File: config.mk
export PLATFORM = sky130hd
export DESIGN_NAME = vga_timing_generator_flat
export DESIGN_NICKNAME = d
export VERILOG_FILES = /design/src/rtl/vga_timing_generator_if.sv /design/src/rtl/vga_timing_generator.sv /design/src/flat_wrapper.sv
export SDC_FILE = /design/constraint.sdc
export NUM_CORES = 1
export LEC_CHECK = 0
export BUFFER_PORTS_ARGS = -buffer_cell sky130_fd_sc_hd__buf_2
export CORE_MARGIN = 3
export CORE_UTILIZATION = 56
export DETAILED_ROUTE_END_ITERATION = 7
export PLACE_DENSITY = 0.82
export SLEW_MARGIN = 20
export SYNTH_ARGS = -nofsm -noshare
export SYNTH_HDL_FRONTEND = slang
export SYNTH_SLANG_ARGS = --single-unit
File: constraint.sdc
create_clock -name clk -period 2.8 [get_ports clk]
set_input_delay 0.7 -clock clk [delete_from_list [all_inputs] [get_ports clk]]
set_output_delay 0.7 -clock clk [all_outputs]
set_load 0.02 [all_outputs]
File: src/rtl/vga_timing_generator_if.sv
// Raster timing bundle between vga_timing_generator (master) and the pixel generator (slave).
interface vga_timing_if;
    logic       pixel_clk;
    logic [9:0] cycle;
    logic [8:0] scanline;
    logic       vga_blank;
    logic       hsync;
    logic       vsync;
    logic       frame_start;
    logic       irq;
    logic       irq_ack;

    modport master (
        output pixel_clk, cycle, scanline, vga_blank, hsync, vsync, frame_start, irq,
        input  irq_ack
    );

    modport slave (
        input  pixel_clk, cycle, scanline, vga_blank, hsync, vsync, frame_start, irq,
        output irq_ack
    );
endinterface

File: src/rtl/vga_timing_generator.sv
// Free-running 640x480@60 raster timing source with a CLK_DIV pixel strobe.
// Define VGA_VBLANK_IRQ_EN to build the vertical-blank interrupt (irq/irq_ack).
module vga_timing_generator #(
    parameter int CLK_DIV   = 4,
    parameter int H_VISIBLE = 640,
    parameter int H_FRONT   = 16,
    parameter int H_SYNC    = 96,
    parameter int H_BACK    = 48,
    parameter int V_VISIBLE = 480,
    parameter int V_FRONT   = 10,
    parameter int V_SYNC    = 2,
    parameter int V_BACK    = 33
) (
    input  logic          clk,
    input  logic          rst,
    vga_timing_if.master  bus
);

    localparam int H_TOTAL = H_VISIBLE + H_FRONT + H_SYNC + H_BACK;
    localparam int V_TOTAL = V_VISIBLE + V_FRONT + V_SYNC + V_BACK;
    localparam int DIV_W   = (CLK_DIV > 1) ? $clog2(CLK_DIV) : 1;

    localparam logic [DIV_W-1:0] DIV_LAST     = DIV_W'(CLK_DIV - 1);
    localparam logic [DIV_W-1:0] DIV_ONE      = DIV_W'(1);
    localparam logic [9:0]       H_LAST       = 10'(H_TOTAL - 1);
    localparam logic [9:0]       V_LAST       = 10'(V_TOTAL - 1);
    localparam logic [9:0]       H_VIS        = 10'(H_VISIBLE);
    localparam logic [9:0]       V_VIS        = 10'(V_VISIBLE);
    localparam logic [9:0]       H_SYNC_FIRST = 10'(H_VISIBLE + H_FRONT);
    localparam logic [9:0]       H_SYNC_LAST  = 10'(H_VISIBLE + H_FRONT + H_SYNC - 1);
    localparam logic [9:0]       V_SYNC_FIRST = 10'(V_VISIBLE + V_FRONT);
    localparam logic [9:0]       V_SYNC_LAST  = 10'(V_VISIBLE + V_FRONT + V_SYNC - 1);

    logic [DIV_W-1:0] div;
    logic [DIV_W-1:0] div_next;
    logic [9:0]       h;
    logic [9:0]       h_next;
    logic [9:0]       v;
    logic [9:0]       v_next;
    logic             advance;
    logic             line_end;
    logic             frame_end;

    // Outputs are derived from the next counter state so they all flip together on the advancing edge.
    always_comb begin
        advance   = (div == DIV_LAST);
        line_end  = advance && (h == H_LAST);
        frame_end = line_end && (v == V_LAST);
        div_next  = advance ? '0 : div + DIV_ONE;
        h_next    = h;
        v_next    = v;
        if (advance) begin
            h_next = (h == H_LAST) ? 10'd0 : h + 10'd1;
        end
        if (line_end) begin
            v_next = (v == V_LAST) ? 10'd0 : v + 10'd1;
        end
    end

    always_ff @(posedge clk or negedge rst) begin
        if (!rst) begin
            div             <= '0;
            h               <= '0;
            v               <= '0;
            bus.pixel_clk   <= 1'b0;
            bus.cycle       <= '0;
            bus.scanline    <= '0;
            bus.vga_blank   <= 1'b0;
            bus.hsync       <= 1'b1;
            bus.vsync       <= 1'b1;
            bus.frame_start <= 1'b0;
        end else begin
            div             <= div_next;
            h               <= h_next;
            v               <= v_next;
            bus.pixel_clk   <= (div_next == DIV_LAST);
            bus.cycle       <= h_next;
            bus.scanline    <= (v_next < V_VIS) ? v_next[8:0] : 9'd0;
            bus.vga_blank   <= (h_next >= H_VIS) || (v_next >= V_VIS);
            bus.hsync       <= !((h_next >= H_SYNC_FIRST) && (h_next <= H_SYNC_LAST));
            bus.vsync       <= !((v_next >= V_SYNC_FIRST) && (v_next <= V_SYNC_LAST));
            bus.frame_start <= frame_end;
        end
    end

`ifdef VGA_VBLANK_IRQ_EN
    localparam logic [9:0] V_VIS_LAST = 10'(V_VISIBLE - 1);

    logic irq_set;

    assign irq_set = line_end && (v == V_VIS_LAST);

    // A set coinciding with an ack wins so a fresh vblank is never lost.
    always_ff @(posedge clk or negedge rst) begin
        if (!rst) begin
            bus.irq <= 1'b0;
        end else if (irq_set) begin
            bus.irq <= 1'b1;
        end else if (bus.irq_ack) begin
            bus.irq <= 1'b0;
        end
    end
`else
    logic unused_irq_ack;

    assign unused_irq_ack = bus.irq_ack;
    assign bus.irq        = 1'b0;
`endif

endmodule
File: src/flat_wrapper.sv
// flat-port wrapper written by rule: the top's interface ports become plain ports
module vga_timing_generator_flat 
#(
    parameter int CLK_DIV   = 4,
    parameter int H_VISIBLE = 640,
    parameter int H_FRONT   = 16,
    parameter int H_SYNC    = 96,
    parameter int H_BACK    = 48,
    parameter int V_VISIBLE = 480,
    parameter int V_FRONT   = 10,
    parameter int V_SYNC    = 2,
    parameter int V_BACK    = 33
)
  (clk, rst, bus_pixel_clk, bus_cycle, bus_scanline, bus_vga_blank, bus_hsync, bus_vsync, bus_frame_start, bus_irq, bus_irq_ack);
  vga_timing_if bus_i ();
  input  logic clk;
  input  logic rst;
  output wire logic [$bits(bus_i.pixel_clk)-1:0] bus_pixel_clk;
  output wire logic [$bits(bus_i.cycle)-1:0] bus_cycle;
  output wire logic [$bits(bus_i.scanline)-1:0] bus_scanline;
  output wire logic [$bits(bus_i.vga_blank)-1:0] bus_vga_blank;
  output wire logic [$bits(bus_i.hsync)-1:0] bus_hsync;
  output wire logic [$bits(bus_i.vsync)-1:0] bus_vsync;
  output wire logic [$bits(bus_i.frame_start)-1:0] bus_frame_start;
  output wire logic [$bits(bus_i.irq)-1:0] bus_irq;
  input wire logic [$bits(bus_i.irq_ack)-1:0] bus_irq_ack;
  assign bus_pixel_clk = bus_i.pixel_clk;
  assign bus_cycle = bus_i.cycle;
  assign bus_scanline = bus_i.scanline;
  assign bus_vga_blank = bus_i.vga_blank;
  assign bus_hsync = bus_i.hsync;
  assign bus_vsync = bus_i.vsync;
  assign bus_frame_start = bus_i.frame_start;
  assign bus_irq = bus_i.irq;
  assign bus_i.irq_ack = bus_irq_ack;
  vga_timing_generator #(.CLK_DIV(CLK_DIV), .H_VISIBLE(H_VISIBLE), .H_FRONT(H_FRONT), .H_SYNC(H_SYNC), .H_BACK(H_BACK), .V_VISIBLE(V_VISIBLE), .V_FRONT(V_FRONT), .V_SYNC(V_SYNC), .V_BACK(V_BACK)) u_core (.clk(clk), .rst(rst), .bus(bus_i));
endmodule
==> results of run 1 <==
## metal layers
layer / vias to the layer above / track usage / wire, um
li1: 711 / - / -
met1: 730 / 0.272 / 1720
met2: 64 / 0.329 / 1840
met3: 14 / 0.0432 / 211
met4: 0 / 0.0937 / 77
met5: - / 0 / 0
## cells in the mapped netlist, types with 2 or more instances
master / n / area, um^2
nand2_1: 8 / 30.0
o41ai_1: 3 / 26.3
ha_1: 5 / 62.6
dfrtp_1: 34 / 851
and4_1: 2 / 17.5
o21ai_0: 7 / 35.0
clkbuf_1: 5 / 18.8
dfstp_2: 2 / 52.6
nor3_1: 7 / 35.0
a211oi_1: 5 / 37.5
xnor2_1: 4 / 35.0
mux2i_1: 2 / 20.0
xor2_1: 4 / 35.0
buf_4: 2 / 15.0
inv_1: 14 / 52.6
o21a_1: 2 / 15.0
a21oi_1: 8 / 40.0
buf_2: 2 / 10.0
or4_4: 2 / 22.5
nand3_1: 9 / 45.0
nor2_1: 9 / 33.8
or4_1: 4 / 30.0
nor4_1: 2 / 12.5
a21o_1: 2 / 15.0
nand2b_1: 2 / 12.5
a311oi_1: 2 / 17.5
nand4_1: 6 / 37.5
and3_1: 3 / 18.8
or2_2: 2 / 12.5
a22oi_1: 2 / 15.0
## power breakdown
group	switching (W)	internal (W)	total [W]	leakage, nW
Combinational	0.0000104	0.000000502	0.0000109	0.488
Clock	0.000154	0.000124	0.000278	0.0326
Sequential	0	0.000520	0.000520	0.482
Total	0.000164	0.000644	0.000808	1.00
## cells by family (layout without fill, tap and decap cells)
family / after synthesis / in the layout / synth area share
flops: 36 / 36 / 0.498
simple gates: 62 / 62 / 0.198
mux: 2 / 2 / 0.0110
xor+xnor: 8 / 8 / 0.0386
other cells: 1 / 1 / 0.00207
fa+ha+maj: 5 / 5 / 0.0345
compound gates: 42 / 42 / 0.164
buf+inv: 23 / 52 / 0.0531
## state kept, by name, indices dropped and copies added, names as in the netlist
| signal | count |
|---|---|
| u_core.bus.pixel_clk | 1 |
| u_core.bus.scanline | 9 |
| u_core.bus.vsync | 1 |
| u_core.v | 10 |
| u_core.bus.vga_blank | 1 |
| u_core.bus.cycle | 10 |
| u_core.bus.frame_start | 1 |
| u_core.bus.hsync | 1 |
| u_core.div | 2 |
## per-stage QoR
stage	cell area [um^2]	setup WS [ns]	util	instances	hold slack (ns)
after CTS	2050	0.325	0.667	252	0.452
after floorplan	1810	0.379	-	179	0.404
final	2050	0.325	0.667	252	0.425
after global placement	1990	0.394	0.648	244	0.438
after detailed placement	1990	0.348	0.648	244	0.452
after global routing	2050	0.212	0.667	252	0.489
## critical path, stage by stage, from the launching register on
cell and delay (ns):
dfrtp_1 0.42, ha_1 0.22, nand3_1 0.11, or4_4 0.53, or4_1 0.54, a32oi_2 0.26, buf_4 0.19, a211oi_1 0.08
## final cells by class
type	count	area (um^2)
Sequential cell	36	903
Multi-Input combinational cell	120	820
Tap cell	44	55.1
Timing Repair Buffer	30	163
Fill cell	261	1030
Inverter	14	52.6
Clock buffer	8	58.8
## worst max-delay path by stage
stage,start,to
2_1_floorplan,u_core.bus.cycle[0]$_DFF_PN0_,u_core.bus.vga_blank$_DFF_PN0_
3_3_place_gp,u_core.bus.cycle[6]$_DFF_PN0_,u_core.bus.scanline[1]$_DFF_PN0_
3_5_place_dp,u_core.bus.cycle[0]$_DFF_PN0_,u_core.bus.scanline[1]$_DFF_PN0_
4_1_cts,u_core.bus.cycle[0]$_DFF_PN0_,u_core.bus.scanline[1]$_DFF_PN0_
5_1_grt,u_core.bus.cycle[0]$_DFF_PN0_,u_core.bus.scanline[1]$_DFF_PN0_
6_report,u_core.bus.cycle[0]$_DFF_PN0_,u_core.bus.scanline[1]$_DFF_PN0_
==> flow_summary.yaml, run 1 <==
status:
  status: "finished, final reports clean"
setup_path:
  crit_path_end_kind: "register"
  timing.rr.start: "u_core.bus.cycle[0]$_DFF_PN0_"
  cp-start-kind: "register"
  crit_path_max_fanout: 6
  critPathRequiredTime_ns: 2.99
  reg2reg_to: "u_core.bus.scanline[1]$_DFF_PN0_"
  crit_type: "register to register"
  critPathArrivalTime_ns: 2.67
  r2r_slack_ns: 0.32
  rr_worst_depth: 7
layout:
  num_antenna_cells: 0
  layout-drive-gt1-share: 0.221
  area_growth_pct: 13.2
  final_cell_mix: "dfrtp_1 (34), buf_2 (25), inv_1 (14)"
  final_nets: 215
  final_common_cell: "dfrtp_1"
pwr:
  p_per_area_mw_per_mm2: 394
  power_w: 0.000808
  total_leakage_power_nw: 1.00
  ir_drop_mv: 0.292
sta:
  max-slew-margin-rel: 0.492
  maxSlewViolCount: 0
  rsz0062_at_grt: "no"
  fin_skew_ns: 0.0110
  period_needed_ns: 2.48
  setup_viol: 0
  tns_ns: 0
  worst_pin_slew_ns: 0.762
  fmax_mhz: 404
  hold_viol: 0
  fin_crit_sh: 0.884
placed_design:
  place_hpwl_um: 2760
  io_buffers: 25
  gp_congestion: 0.904
detailed_routing:
  firstDrtPassIters: 7
  wl_um: 3850
  post-route-drc-count: 0
  vias_per_cell: 6.03
  dr.first_iter.drc_count: 68
  post_drt_wl_per_cell_um: 15.3
  ant_nets: 0
  vias: 1519
yosys:
  syn_area_mm2: 0.00181
  ys_types: 48
  synth-edff-count: 0
  avgSynthCellArea_um2: 10.1
  netlist_instances: 179
  synth_nets: 187
  ys_seq_elements: 36
  ys_async_sr_fraction: 1.00
  yosysWarnings: 0
  synth_top_flop_cell: "dfrtp_1"
  yosysSeqAreaShare: 0.498
clock_tree:
  cts_resized: 0
  clk_pin_slew_ns: 0.10
  ctsHtreeMaxLevel: 2
  ctsRootBufferMaster: "clkbuf_4"
  insertion_delay_ns: 0.33
  cts_sinks: 36
  cts_buffer_depth: 2
  cts_tree: "done"
  numCtsBuffers: 5
  postCtsHoldBufs: 0
  post-cts-setup-buffer-count: 0
flow_run:
  maxCapViolations: 0
global_routing:
  grt_pass1_vias: 1466
  antenna_found_initial: 0
  grt.total_usage: 0.207
  grt.overflow.total: 0
  grt_max_degree: 37
  grt_pass1_wl_um: 6600
die:
  io_pins: 28
  fp-row-count: 20
  design.core.area_mm2: 0.00308
  die_h_um: 62.9
  dieArea_mm2: 0.00396
  fp.dieW_um: 62.9
  initial_utilization: 0.589
min_path:
  hp-class: "input port to asynchronous set/reset pin"
Note: power is estimated with default switching activity, not from simulation.
==> run 2, diff against run 1 <==
- SLEW_MARGIN: 20 -> unset
- clock period: 2.8 -> 2.6 ns (I/O delays scaled with it)
==> run 2 against run 1 <==
Global-route usage decreased by 0.25 points. Worst hold slack got worse by 0.069 ns. Via count decreased by 2.0%. Largest power group unchanged.
==> flow_summary.yaml, run 2 (synthesis results as in run 1) <==
status:
  status: "finished, final reports clean"
clock_tree:
  ctsRootBufferMaster: "clkbuf_4"
  cts_sinks: 36
  postCtsHoldBufs: 0
  cts_buffer_depth: 2
  numCtsBuffers: 5
  ctsHtreeMaxLevel: 2
  post-cts-setup-buffer-count: 0
  insertion_delay_ns: 0.35
  clk_pin_slew_ns: 0.11
  cts_resized: 0
  cts_tree: "done"
pwr:
  p_per_area_mw_per_mm2: 417
  p_sw_w: 0.000181
  swShare: 0.207
  total_leakage_power_nw: 1.02
  ir_drop_mv: 0.386
  clkPwrFrac: 0.346
  combinationalPowerShare: 0.013
  seq_power_share: 0.640
  power.internal_w: 0.000694
setup_path:
  critPathRequiredTime_ns: 2.80
  crit_type: "register to register"
  crit_path_max_fanout: 10
  critPathArrivalTime_ns: 2.68
  crit_path_end_kind: "register"
  cp-start-kind: "register"
sta:
  rsz0062_at_grt: "no"
  tns_ns: 0
  maxSlewViolCount: 0
  max-slew-margin-rel: 0.496
  fmax_mhz: 403
  fin_skew_ns: 0.0153
  period_needed_ns: 2.48
  hold_viol: 0
  setup_viol: 0
  fin_crit_sh: 0.954
  worst_pin_slew_ns: 0.756
die:
  fp-row-count: 20
  fp.dieW_um: 62.9
  io_pins: 28
  design.core.area_mm2: 0.00308
  dieArea_mm2: 0.00396
  initial_utilization: 0.589
  die_h_um: 62.9
detailed_routing:
  post-route-drc-count: 0
  vias_per_cell: 5.81
  post_drt_wl_per_cell_um: 14.3
  firstDrtPassIters: 4
  dr.first_iter.drc_count: 132
  ant_nets: 0
  wl_um: 3660
  vias: 1488
layout:
  num_antenna_cells: 0
  layout-drive-gt1-share: 0.236
  final_nets: 219
  area_growth_pct: 15.5
  postLayoutCellArea_mm2: 0.00209
  final_common_cell: "dfrtp_1"
  fillCellCount: 264
  largestRegisters: "u_core.bus.cycle x10, u_core.v x10, u_core.bus.scanline x9"
  final_cell_mix: "dfrtp_1 (34), buf_2 (25), inv_1 (14)"
placed_design:
  postPlaceCellArea_mm2: 0.00204
  gp_congestion: 0.859
  io_buffers: 25
  place_hpwl_um: 2650
min_path:
  hp-class: "input port to asynchronous set/reset pin"
global_routing:
  grt.total_usage: 0.205
  antenna_found_initial: 0
  use_met1: 0.280
  use_met3: 0.0594
  met2_usage: 0.302
  grt_pass1_vias: 1329
  grt_pass1_wl_um: 6400
  grt.overflow.total: 0
  grt_max_degree: 37
  top_usage_layer: "met2"
flow_run:
  maxCapViolations: 0
-- run 2: worst max-delay path: stages, from the launching register on --
cell,delay [ns]
dfrtp_1,0.43
nand4b_2,0.26
or4_4,0.57
buf_4,0.19
or4_1,0.55
o21ai_2,0.22
a311oi_1,0.11
-- run 2: metal layers --
metal,vias up,wire length (um),part of all wire
met5,-,0,0
met4,0,56,0.015
met3,7,200,0.055
met2,50,1670,0.46
met1,709,1730,0.47
li1,722,-,-
-- run 2: final timing paths --
check                      slack (ns)                                to                           from  depth (start not counted)
max in group asynchronous        1.75             u_core.v[0]$_DFF_PN0_                            rst                          1
min reg2reg                      0.47           u_core.div[0]$_DFF_PN0_        u_core.div[0]$_DFF_PN0_                          1
min in group clk                 0.47           u_core.div[0]$_DFF_PN0_        u_core.div[0]$_DFF_PN0_                          1
max reg2reg                      0.12  u_core.bus.scanline[8]$_DFF_PN0_  u_core.bus.cycle[6]$_DFF_PN0_                          6
max                              0.12  u_core.bus.scanline[8]$_DFF_PN0_  u_core.bus.cycle[6]$_DFF_PN0_                          6
min                              0.36     u_core.bus.cycle[5]$_DFF_PN0_                            rst                          1
-- run 2: power by group through the flow --
stage               registers [W]  clock network (W)    logic, W
detailed placement       0.000571                  0   0.0000128
global placement         0.000571                  0   0.0000121
finish                   0.000560           0.000303   0.0000117
CTS                      0.000560           0.000310   0.0000125
global route             0.000560           0.000347   0.0000143
floorplan                0.000571                  0  0.00000240
-- run 2: stage by stage --
stage	total power [W]	utilization	cells	setup WS, ns	hold WS [ns]
after detailed placement	0.000583	0.661	248	0.170	0.456
after CTS	0.000882	0.680	256	0.137	0.386
after floorplan	0.000573	-	179	0.179	0.354
final	0.000874	0.680	256	0.119	0.356
after global routing	0.000921	0.680	256	0.0253	0.410
after global placement	0.000583	0.661	248	0.199	0.438
-- run 2: final cells by class --
type,count,area [um^2],area share
sequential,36,903,0.431
multi-input combinational,120,820,0.391
timing repair buffer,34,205,0.0980
clock buffer,8,58.8,0.0281
tap,44,55.1,0.0263
inverter,14,52.6,0.0251
==> run 3, diff against run 2 <==
- CORE_MARGIN: 3 -> unset
- CORE_UTILIZATION: 56 -> 60
- PLACE_DENSITY: 0.82 -> 0.87
- clock period: 2.6 -> 3 ns (I/O delays scaled with it)
==> run 3 against run 2 <==
The flow now finishes with violations (design-rule violations). Via count barely moved. Count of clock-buffer cells in the layout did not move. Critical path depth did not move. Fmax fell by 10%. Critical endpoint is now u_core.bus.vga_blank$_DFF_PN0_.
==> flow_summary.yaml, run 3 (synthesis results as in run 1) <==
sta:
  setup_viol: 0
  hold_viol: 0
  tns_ns: 0
  period_needed_ns: 2.76
  max-slew-margin-rel: 0.492
  worst_pin_slew_ns: 0.762
  rsz0062_at_grt: "no"
  maxSlewViolCount: 0
  hold_slack_ns: 0.467
  fin_skew_ns: 0.00158
  fmax_mhz: 363
  fin_crit_sh: 0.919
setup_path:
  rr_worst_depth: 6
  crit_path_max_fanout: 14
  cp-startpoint: "u_core.bus.cycle[0]$_DFF_PN0_"
  crit_path_end_kind: "register"
  crit_type: "register to register"
  reg2reg_to: "u_core.bus.vga_blank$_DFF_PN0_"
  critPathRequiredTime_ns: 3.28
  slowest_stage: "or4_4"
  r2r_slack_ns: 0.24
  cp-start-kind: "register"
  cp_cell_sequence: "ha_1 -> nand3_1 -> or4_4 -> or4_1 -> a32oi_2 -> a221o_1"
  slowest_delay_ns: 0.65
  timing.rr.start: "u_core.bus.cycle[0]$_DFF_PN0_"
  critPathArrivalTime_ns: 3.03
layout:
  final_common_cell: "dfrtp_1"
  final_nets: 212
  num_antenna_cells: 0
  area_growth_pct: 11.0
  largestRegisters: "u_core.bus.cycle x10, u_core.v x10, u_core.bus.scanline x9"
  post-route-util: 0.718
  layout-drive-gt1-share: 0.210
  final_cell_mix: "dfrtp_1 (34), buf_2 (25), inv_1 (14)"
die:
  fp-row-count: 19
  io_pins: 28
  dieArea_mm2: 0.00325
  initial_utilization: 0.646
  fp.dieW_um: 57.0
  die_h_um: 57.0
  design.core.area_mm2: 0.00281
global_routing:
  grt.overflow.total: 0
  grt.total_usage: 0.267
  top_usage_layer: "met2"
  use_met1: 0.339
  use_met3: 0.0499
  grt_pass1_wl_um: 6550
  grt_max_degree: 37
  met2_usage: 0.424
  antenna_found_initial: 0
  grt_pass1_vias: 1460
pwr:
  ir_drop_mv: 0.347
  total_leakage_power_nw: 0.989
  p_per_area_mw_per_mm2: 376
detailed_routing:
  ant_nets: 0
  post_drt_wl_per_cell_um: 16.3
  post-route-drc-count: 2
  firstDrtPassIters: 6
  vias: 1489
  vias_per_cell: 6.31
  wl_um: 3840
  dr.first_iter.drc_count: 64
min_path:
  hold-path-endpoint: "u_core.div[0]$_DFF_PN0_"
  hp-class: "register to register"
  hold_depth: 1
  hp-start: "u_core.div[0]$_DFF_PN0_"
clock_tree:
  ctsHtreeMaxLevel: 2
  clk_pin_slew_ns: 0.10
  numCtsBuffers: 5
  postCtsHoldBufs: 0
  post-cts-setup-buffer-count: 0
  cts_buffer_depth: 2
  cts_sinks: 36
  cts_resized: 0
  ctsRootBufferMaster: "clkbuf_4"
  cts_tree: "done"
  insertion_delay_ns: 0.33
flow_run:
  maxCapViolations: 0
placed_design:
  io_buffers: 25
  place_hpwl_um: 2690
  gp_congestion: 0.858
status:
  violations: "design-rule violations"
  status: "finished, violations left"
## run 3: worst max-delay path by stage
stage,cells after the start,end
final,6,u_core.bus.vga_blank$_DFF_PN0_
after global routing,6,u_core.bus.vga_blank$_DFF_PN0_
after CTS,6,u_core.bus.vga_blank$_DFF_PN0_
after detailed placement,6,u_core.bus.vga_blank$_DFF_PN0_
after global placement,6,u_core.bus.vga_blank$_DFF_PN0_
after floorplan,6,u_core.bus.vga_blank$_DFF_PN0_
## run 3: per-layer routing
metal,wire length (um),up-vias
met4,110,0
met3,215,14
met2,1900,60
met1,1610,705
met5,0,-
li1,-,710
## run 3: where the power goes
| part | switching, W | leakage [nW] | internal (W) |
|---|---|---|---|
| combinational | 0.00000972 | 0.475 | 0.000000469 |
| clock | 0.000147 | 0.0326 | 0.000116 |
| sequential | 0 | 0.482 | 0.000485 |
| total | 0.000157 | 0.989 | 0.000601 |
## run 3: worst max-delay path: cells and delay by family, from the launching register on
| family | cells | cell delay, ns |
|---|---|---|
| and+or+nand+nor | 3 | 1.42 |
| adders and majority gates | 1 | 0.20 |
| AOI/OAI and AO/OA | 2 | 0.66 |
| DFF | 1 | 0.41 |
## run 3: area by class of cell
class                           instances  area, um^2
Clock buffer                            8        58.8
Tap cell                               31        38.8
Fill cell                             224         792
Sequential cell                        36         903
Multi-Input combinational cell        120         820
Timing Repair Buffer                   27         140
Inverter                               14        52.6
## run 3: stage by stage
stage	instances	instance area [um^2]	setup slack [ns]	power [W]
after floorplan	179	1810	0.579	0.000497
after global placement	228	1950	0.382	0.000505
after detailed placement	228	1950	0.298	0.000506
after CTS	236	2010	0.270	0.000764
after global routing	236	2010	0.145	0.000783
final	236	2010	0.243	0.000758
